[src/rtl/camera_reg_seq_if.sv]
// rtl/camera_reg_seq_if.sv - table-lookup and SCCB write handshake bundle for camera_reg_seq
//
// Signals:
//   reg_index   sequencer -> table : 9-bit table index (registered)
//   lut_data    table -> sequencer : {addr[15:0], data[7:0]} entry for reg_index
//   sccb_req    sequencer -> SCCB  : write request, held until ack or err
//   sccb_addr   sequencer -> SCCB  : 16-bit register address
//   sccb_wdata  sequencer -> SCCB  : 8-bit register data
//   sccb_ack    SCCB -> sequencer  : one-cycle pulse, write completed
//   sccb_err    SCCB -> sequencer  : one-cycle pulse, write NACKed
interface camera_reg_seq_if;
    logic [8:0]  reg_index;
    logic [23:0] lut_data;
    logic        sccb_req;
    logic [15:0] sccb_addr;
    logic [7:0]  sccb_wdata;
    logic        sccb_ack;
    logic        sccb_err;

    modport master (
        output reg_index,
        output sccb_req,
        output sccb_addr,
        output sccb_wdata,
        input  lut_data,
        input  sccb_ack,
        input  sccb_err
    );

    modport slave (
        input  reg_index,
        input  sccb_req,
        input  sccb_addr,
        input  sccb_wdata,
        output lut_data,
        output sccb_ack,
        output sccb_err
    );
endinterface

[src/rtl/camera_reg_seq.sv]
// rtl/camera_reg_seq.sv - per-camera register-load sequencer driving an SCCB write master
//
// Walks a register table from index 0 to REG_NUM-1 after a power-up wait,
// issuing one SCCB write per entry. Entries with address 16'hFFFF are delay
// entries: they wait data*DLY_UNIT cycles instead of writing. A NACKed write is
// re-sent up to MAX_RETRY times before the sequencer parks in ERROR.
//
// Ports:
//   sys_clk      clock, rising edge
//   sys_rst_n    synchronous active-low reset
//   start        one-cycle pulse, begins a load (IDLE only)
//   bus          camera_reg_seq_if.master: table lookup + SCCB handshake
//   config_done  sticky, table fully written (cleared by reset only)
//   config_err   sticky, retries exhausted (cleared by reset only)
//   busy         high in every state except IDLE, DONE and ERROR
module camera_reg_seq #(
    parameter logic [8:0]  REG_NUM   = 9'd256,
    parameter logic [23:0] PWR_DLY   = 24'd10_000_000,
    parameter logic [15:0] DLY_UNIT  = 16'd50_000,
    parameter logic [1:0]  MAX_RETRY = 2'd3
) (
    input  logic                    sys_clk,
    input  logic                    sys_rst_n,
    input  logic                    start,
    camera_reg_seq_if.master        bus,
    output logic                    config_done,
    output logic                    config_err,
    output logic                    busy
);

    typedef enum logic [3:0] {
        IDLE,
        PWR_WAIT,
        FETCH,
        ISSUE,
        WAIT_ACK,
        DELAY,
        NEXT,
        DONE,
        ERROR
    } state_t;

    state_t      state;
    state_t      state_next;
    logic [23:0] cnt;
    logic [23:0] dly_target;
    logic [1:0]  retry;

    logic pwr_last;
    logic dly_last;
    logic is_delay_entry;
    logic last_index;

    // A zero-length wait still spends one cycle in its state.
    assign pwr_last       = (PWR_DLY == 24'd0) || (cnt == PWR_DLY - 24'd1);
    assign dly_last       = (dly_target == 24'd0) || (cnt == dly_target - 24'd1);
    assign is_delay_entry = (bus.lut_data[23:8] == 16'hFFFF);
    assign last_index     = (bus.reg_index == REG_NUM - 9'd1);

    assign busy        = (state != IDLE) && (state != DONE) && (state != ERROR);
    assign config_done = (state == DONE);
    assign config_err  = (state == ERROR);

    always_ff @(posedge sys_clk) begin
        if (!sys_rst_n) begin
            state <= IDLE;
        end else begin
            state <= state_next;
        end
    end

    always_comb begin
        state_next = state;
        case (state)
            IDLE:     if (start) state_next = PWR_WAIT;
            PWR_WAIT: if (pwr_last) state_next = FETCH;
            FETCH:    state_next = is_delay_entry ? DELAY : ISSUE;
            ISSUE:    state_next = WAIT_ACK;
            WAIT_ACK: begin
                // ack wins over a simultaneous err
                if (bus.sccb_ack) begin
                    state_next = NEXT;
                end else if (bus.sccb_err) begin
                    state_next = (retry == MAX_RETRY) ? ERROR : ISSUE;
                end
            end
            DELAY:    if (dly_last) state_next = NEXT;
            NEXT:     state_next = last_index ? DONE : FETCH;
            DONE:     state_next = DONE;
            ERROR:    state_next = ERROR;
            default:  state_next = IDLE;
        endcase
    end

    always_ff @(posedge sys_clk) begin
        if (!sys_rst_n) begin
            cnt            <= '0;
            dly_target     <= '0;
            retry          <= '0;
            bus.reg_index  <= '0;
            bus.sccb_addr  <= '0;
            bus.sccb_wdata <= '0;
            bus.sccb_req   <= 1'b0;
        end else begin
            // A fresh entry raises req already in ISSUE; a retry drops req for
            // the ISSUE cycle so each re-send is a distinct request edge.
            bus.sccb_req <= ((state == FETCH) && (state_next == ISSUE))
                            || (state_next == WAIT_ACK);
            case (state)
                IDLE: begin
                    if (start) begin
                        cnt           <= '0;
                        retry         <= '0;
                        bus.reg_index <= '0;
                    end
                end
                PWR_WAIT: cnt <= cnt + 24'd1;
                FETCH: begin
                    cnt <= '0;
                    if (is_delay_entry) begin
                        // 8x16-bit product always fits in 24 bits
                        dly_target <= 24'(bus.lut_data[7:0]) * 24'(DLY_UNIT);
                    end else begin
                        bus.sccb_addr  <= bus.lut_data[23:8];
                        bus.sccb_wdata <= bus.lut_data[7:0];
                    end
                end
                WAIT_ACK: begin
                    if (bus.sccb_ack) begin
                        retry <= '0;
                    end else if (bus.sccb_err && (retry != MAX_RETRY)) begin
                        retry <= retry + 2'd1;
                    end
                end
                DELAY: cnt <= cnt + 24'd1;
                NEXT: begin
                    if (!last_index) begin
                        bus.reg_index <= bus.reg_index + 9'd1;
                    end
                end
                default: ;
            endcase
        end
    end

endmodule

[src/flat_wrapper.sv]
// flat-port wrapper written by rule: the top's interface ports become plain ports
module camera_reg_seq_flat 
#(
    parameter logic [8:0]  REG_NUM   = 9'd256,
    parameter logic [23:0] PWR_DLY   = 24'd10_000_000,
    parameter logic [15:0] DLY_UNIT  = 16'd50_000,
    parameter logic [1:0]  MAX_RETRY = 2'd3
)
  (sys_clk, sys_rst_n, start, config_done, config_err, busy, bus_reg_index, bus_sccb_req, bus_sccb_addr, bus_sccb_wdata, bus_lut_data, bus_sccb_ack, bus_sccb_err);
  camera_reg_seq_if bus_i ();
  input  logic sys_clk;
  input  logic sys_rst_n;
  input  logic start;
  output logic config_done;
  output logic config_err;
  output logic busy;
  output wire logic [$bits(bus_i.reg_index)-1:0] bus_reg_index;
  output wire logic [$bits(bus_i.sccb_req)-1:0] bus_sccb_req;
  output wire logic [$bits(bus_i.sccb_addr)-1:0] bus_sccb_addr;
  output wire logic [$bits(bus_i.sccb_wdata)-1:0] bus_sccb_wdata;
  input wire logic [$bits(bus_i.lut_data)-1:0] bus_lut_data;
  input wire logic [$bits(bus_i.sccb_ack)-1:0] bus_sccb_ack;
  input wire logic [$bits(bus_i.sccb_err)-1:0] bus_sccb_err;
  assign bus_reg_index = bus_i.reg_index;
  assign bus_sccb_req = bus_i.sccb_req;
  assign bus_sccb_addr = bus_i.sccb_addr;
  assign bus_sccb_wdata = bus_i.sccb_wdata;
  assign bus_i.lut_data = bus_lut_data;
  assign bus_i.sccb_ack = bus_sccb_ack;
  assign bus_i.sccb_err = bus_sccb_err;
  camera_reg_seq #(.REG_NUM(REG_NUM), .PWR_DLY(PWR_DLY), .DLY_UNIT(DLY_UNIT), .MAX_RETRY(MAX_RETRY)) u_core (.sys_clk(sys_clk), .sys_rst_n(sys_rst_n), .start(start), .bus(bus_i), .config_done(config_done), .config_err(config_err), .busy(busy));
endmodule
[config.mk]
export PLATFORM = sky130hd
export DESIGN_NAME = camera_reg_seq_flat
export DESIGN_NICKNAME = d
export VERILOG_FILES = /design/src/rtl/camera_reg_seq_if.sv /design/src/rtl/camera_reg_seq.sv /design/src/flat_wrapper.sv
export SDC_FILE = /design/constraint.sdc
export NUM_CORES = 1
export LEC_CHECK = 0
export BUFFER_PORTS_ARGS = -buffer_cell sky130_fd_sc_hd__buf_2
export CAP_MARGIN = 25
export CORE_ASPECT_RATIO = 0.9
export CORE_MARGIN = 2
export CORE_UTILIZATION = 46
export DETAILED_ROUTE_END_ITERATION = 12
export PLACE_DENSITY_LB_ADDON = 0.1
export SKIP_LAST_GASP = 1
export SLEW_MARGIN = 20
export SYNTH_ARGS = -nofsm -noshare
export SYNTH_HDL_FRONTEND = slang
export SYNTH_SLANG_ARGS = --single-unit
[constraint.sdc]
create_clock -name sys_clk -period 12.13 [get_ports sys_clk]
set_input_delay 3.0325 -clock sys_clk [delete_from_list [all_inputs] [get_ports sys_clk]]
set_output_delay 3.0325 -clock sys_clk [all_outputs]
set_load 0.02 [all_outputs]
==> flow_summary.ini <==
[critical_path]
arrival_ns = 6.75
r2r-start = u_core.dly_target[4]
path_class = primary input to flop
ff2ff_setup_slack_ns = 9.17
path_max_fanout = 5
reg2reg_depth = 9
crit_chain = buf_2 > ha_1 > ha_1 > inv_1 > fa_1 > fa_1 > inv_1 > ha_1 > and3_1 > a221oi_1 > and2_1 > a21oi_1 > o21a_1 > o311ai_0 > a21boi_0
worstSetupStartpointType = primary input
worst_setup_path_end_kind = flop
r2r-end = u_core.state[0]
crit_required_ns = 12.34
worst_path_largest_cell_delay_ns = 0.54
path_common_cell = ha_1
crit_slowest_cell = fa_1

[clock_tree]
clock_sinks = 84
cts_buffers = 9
clockRootBuffer = clkbuf_16
ctsResizeCount = 0
h-tree-depth = 3
clock_latency_ns = 0.35
cts_tree = yes
holdBufCountCts = 0
clk_pin_slew_worst_paths_ns = 0.06
clock_path_buffers = 2
postCtsSetupRepairBufs = 0

[logic_synthesis]
ys.flop_type = dfxtp_1
synth_cells = 702
synthArstFlopShare_pct = 0
ys_warn_count = 0
synth_seq_cells = 84
synth_seq_area_share_pct = 28.3
netlist_area_um2 = 5930
synth_cell_types = 63
avgSynthCellArea_um2 = 8.45
syn_nets = 802
synth_edf_count = 0

[power_and_ir_drop]
p_per_area_nw_per_um2 = 111
peakVddDrop_v = 0.0000691
power.leakage_uw = 0.00275

[sta]
fin_setup_tns_ns = 0
finClkSkew_ns = 0.00433
setup-violations-final = 0
fin_crit_ns = 6.54
drv_slew = 0
rsz0062_at_grt = false
hold_violations = 0
finalCritPeriodShare_pct = 53.9
fmax_mhz = 153
relSlewSlack_pct = 40.7
worst_slew_pin_slew_ns = 0.890
hold-worst-slack_ns = 0.491

[placed_design]
port_buffers = 65
hpwl_mm = 10.5
gp_congestion = 0.909

[grt]
grt_pass1_vias = 4755
grt_pass1_wl_mm = 23.2
grt_start_max_net_pins = 62
grt-ovfl-total = 0
antenna_found_initial = 0
grt_usage_pct = 20.8

[die]
start_util_pct = 47.0
dieArea_um2 = 13800
fp.coreArea_um2 = 12600
die_h_um = 112
chipWidth_um = 124
ios = 66
std_cell_rows = 39

[hold_path]
worstHoldPathType = flop to flop
hold_depth = 2
min_to = u_core.retry[1]
min_from = u_core.retry[1]

[finish]
n_antenna_cell = 0
area_growth_pct = 11.8
final_common_cell = dfxtp_1
final_util_pct = 52.5
final_cell_mix = dfxtp_1, buf_2, nand2_1, ha_1, inv_1
nNetsFinal = 850
layout-drive-gt1-share_pct = 13.1

[run]
maxCapViolCount = 0

[routing]
via_per_inst = 5.41
drt-total-wl_mm = 13.6
detail_route.wl_per_cell_um = 14.7
vias = 4973
drt_first_pass_iters = 4
ant_nets = 0
post-route-drc-count = 0
dr.first_iter.drc_count = 268

[outcome]
status = finished, final reports clean
## worst max path at each step
stage | to | slack, ns | cells past startpoint | from
CTS | u_core.dly_target[17] | 5.57 | 15 | bus_lut_data[2]
floorplan | u_core.dly_target[17] | 5.69 | 14 | bus_lut_data[2]
global route | u_core.dly_target[17] | 5.28 | 15 | bus_lut_data[2]
global placement | u_core.dly_target[17] | 5.35 | 15 | bus_lut_data[2]
finish | u_core.dly_target[17] | 5.59 | 15 | bus_lut_data[2]
detailed placement | u_core.dly_target[17] | 5.21 | 15 | bus_lut_data[2]
## cells in the mapped netlist (all sizes together), types with 12 or more instances
cell type	count	share of area (%)
nor2b	35	3.7
inv	55	3.5
or3	13	1.4
nand3	21	1.8
clkbuf	22	1.4
mux2i	24	4.0
nor3	17	1.5
xor2	25	3.7
fa	12	4.0
dfxtp	84	28
nand4	13	1.4
ha	59	12
a21oi	28	2.4
nor2	47	3.0
a21boi	12	1.5
o21ai	30	2.5
xnor2	28	4.1
nand2	59	3.7
## cell families after synthesis
| kind of cell | count (synthesis) | share of synthesized area [%] |
|---|---|---|
| fa+ha+maj | 71 | 16.5 |
| flops | 84 | 28.3 |
| xor+xnor | 53 | 7.82 |
| simple gates | 263 | 23.7 |
| mux | 24 | 4.05 |
| buf+inv | 84 | 5.86 |
| compound gates | 123 | 13.7 |
## stage by stage
step | total power, uW | setup slack (ns) | instance area [um2] | std cells
2_1_floorplan | 420 | 5.69 | 5930 | 702
3_3_place_gp | 465 | 5.35 | 6330 | 903
3_5_place_dp | 464 | 5.21 | 6330 | 903
4_1_cts | 747 | 5.57 | 6640 | 919
5_1_grt | 780 | 5.28 | 6640 | 919
6_report | 737 | 5.59 | 6640 | 919
## per-layer routing
layer | wire, um | part of all wire (%) | track usage [%]
met2 | 6200 | 46 | 33.0
met3 | 506 | 3.7 | 4.35
met5 | 0 | 0 | 0
met4 | 211 | 1.6 | 6.21
met1 | 6630 | 49 | 28.3
## worst max-delay path, delay by kind of cell
kind            cells  cell delay, ns
buf+inv             3            0.24
compound gates      5            1.03
simple gates        2            0.45
fa+ha+maj           5            2.00
## area by class of cell
type	count	area, um2
Clock buffer	9	225
Fill cell	1220	6000
Tap cell	164	205
Clock inverter	7	76.3
Multi-Input combinational cell	534	3910
Timing Repair Buffer	66	333
Inverter	55	206
Sequential cell	84	1680
## sequential cells by signal, summed over array words and instances (netlist names)
register / count
u_core.bus.sccb_req: 1
u_core.bus.reg_index: 9
u_core.dly_target: 20
u_core.cnt: 24
u_core.state: 4
u_core.bus.sccb_wdata: 8
u_core.bus.sccb_addr: 16
u_core.retry: 2
## report_power, final
part | internal, uW | switching (uW) | total, uW
logic | 77.1 | 104 | 182
clock network | 160 | 118 | 278
registers | 276 | 1.11 | 278
No activity file was read; power rests on OpenSTA's default activity.
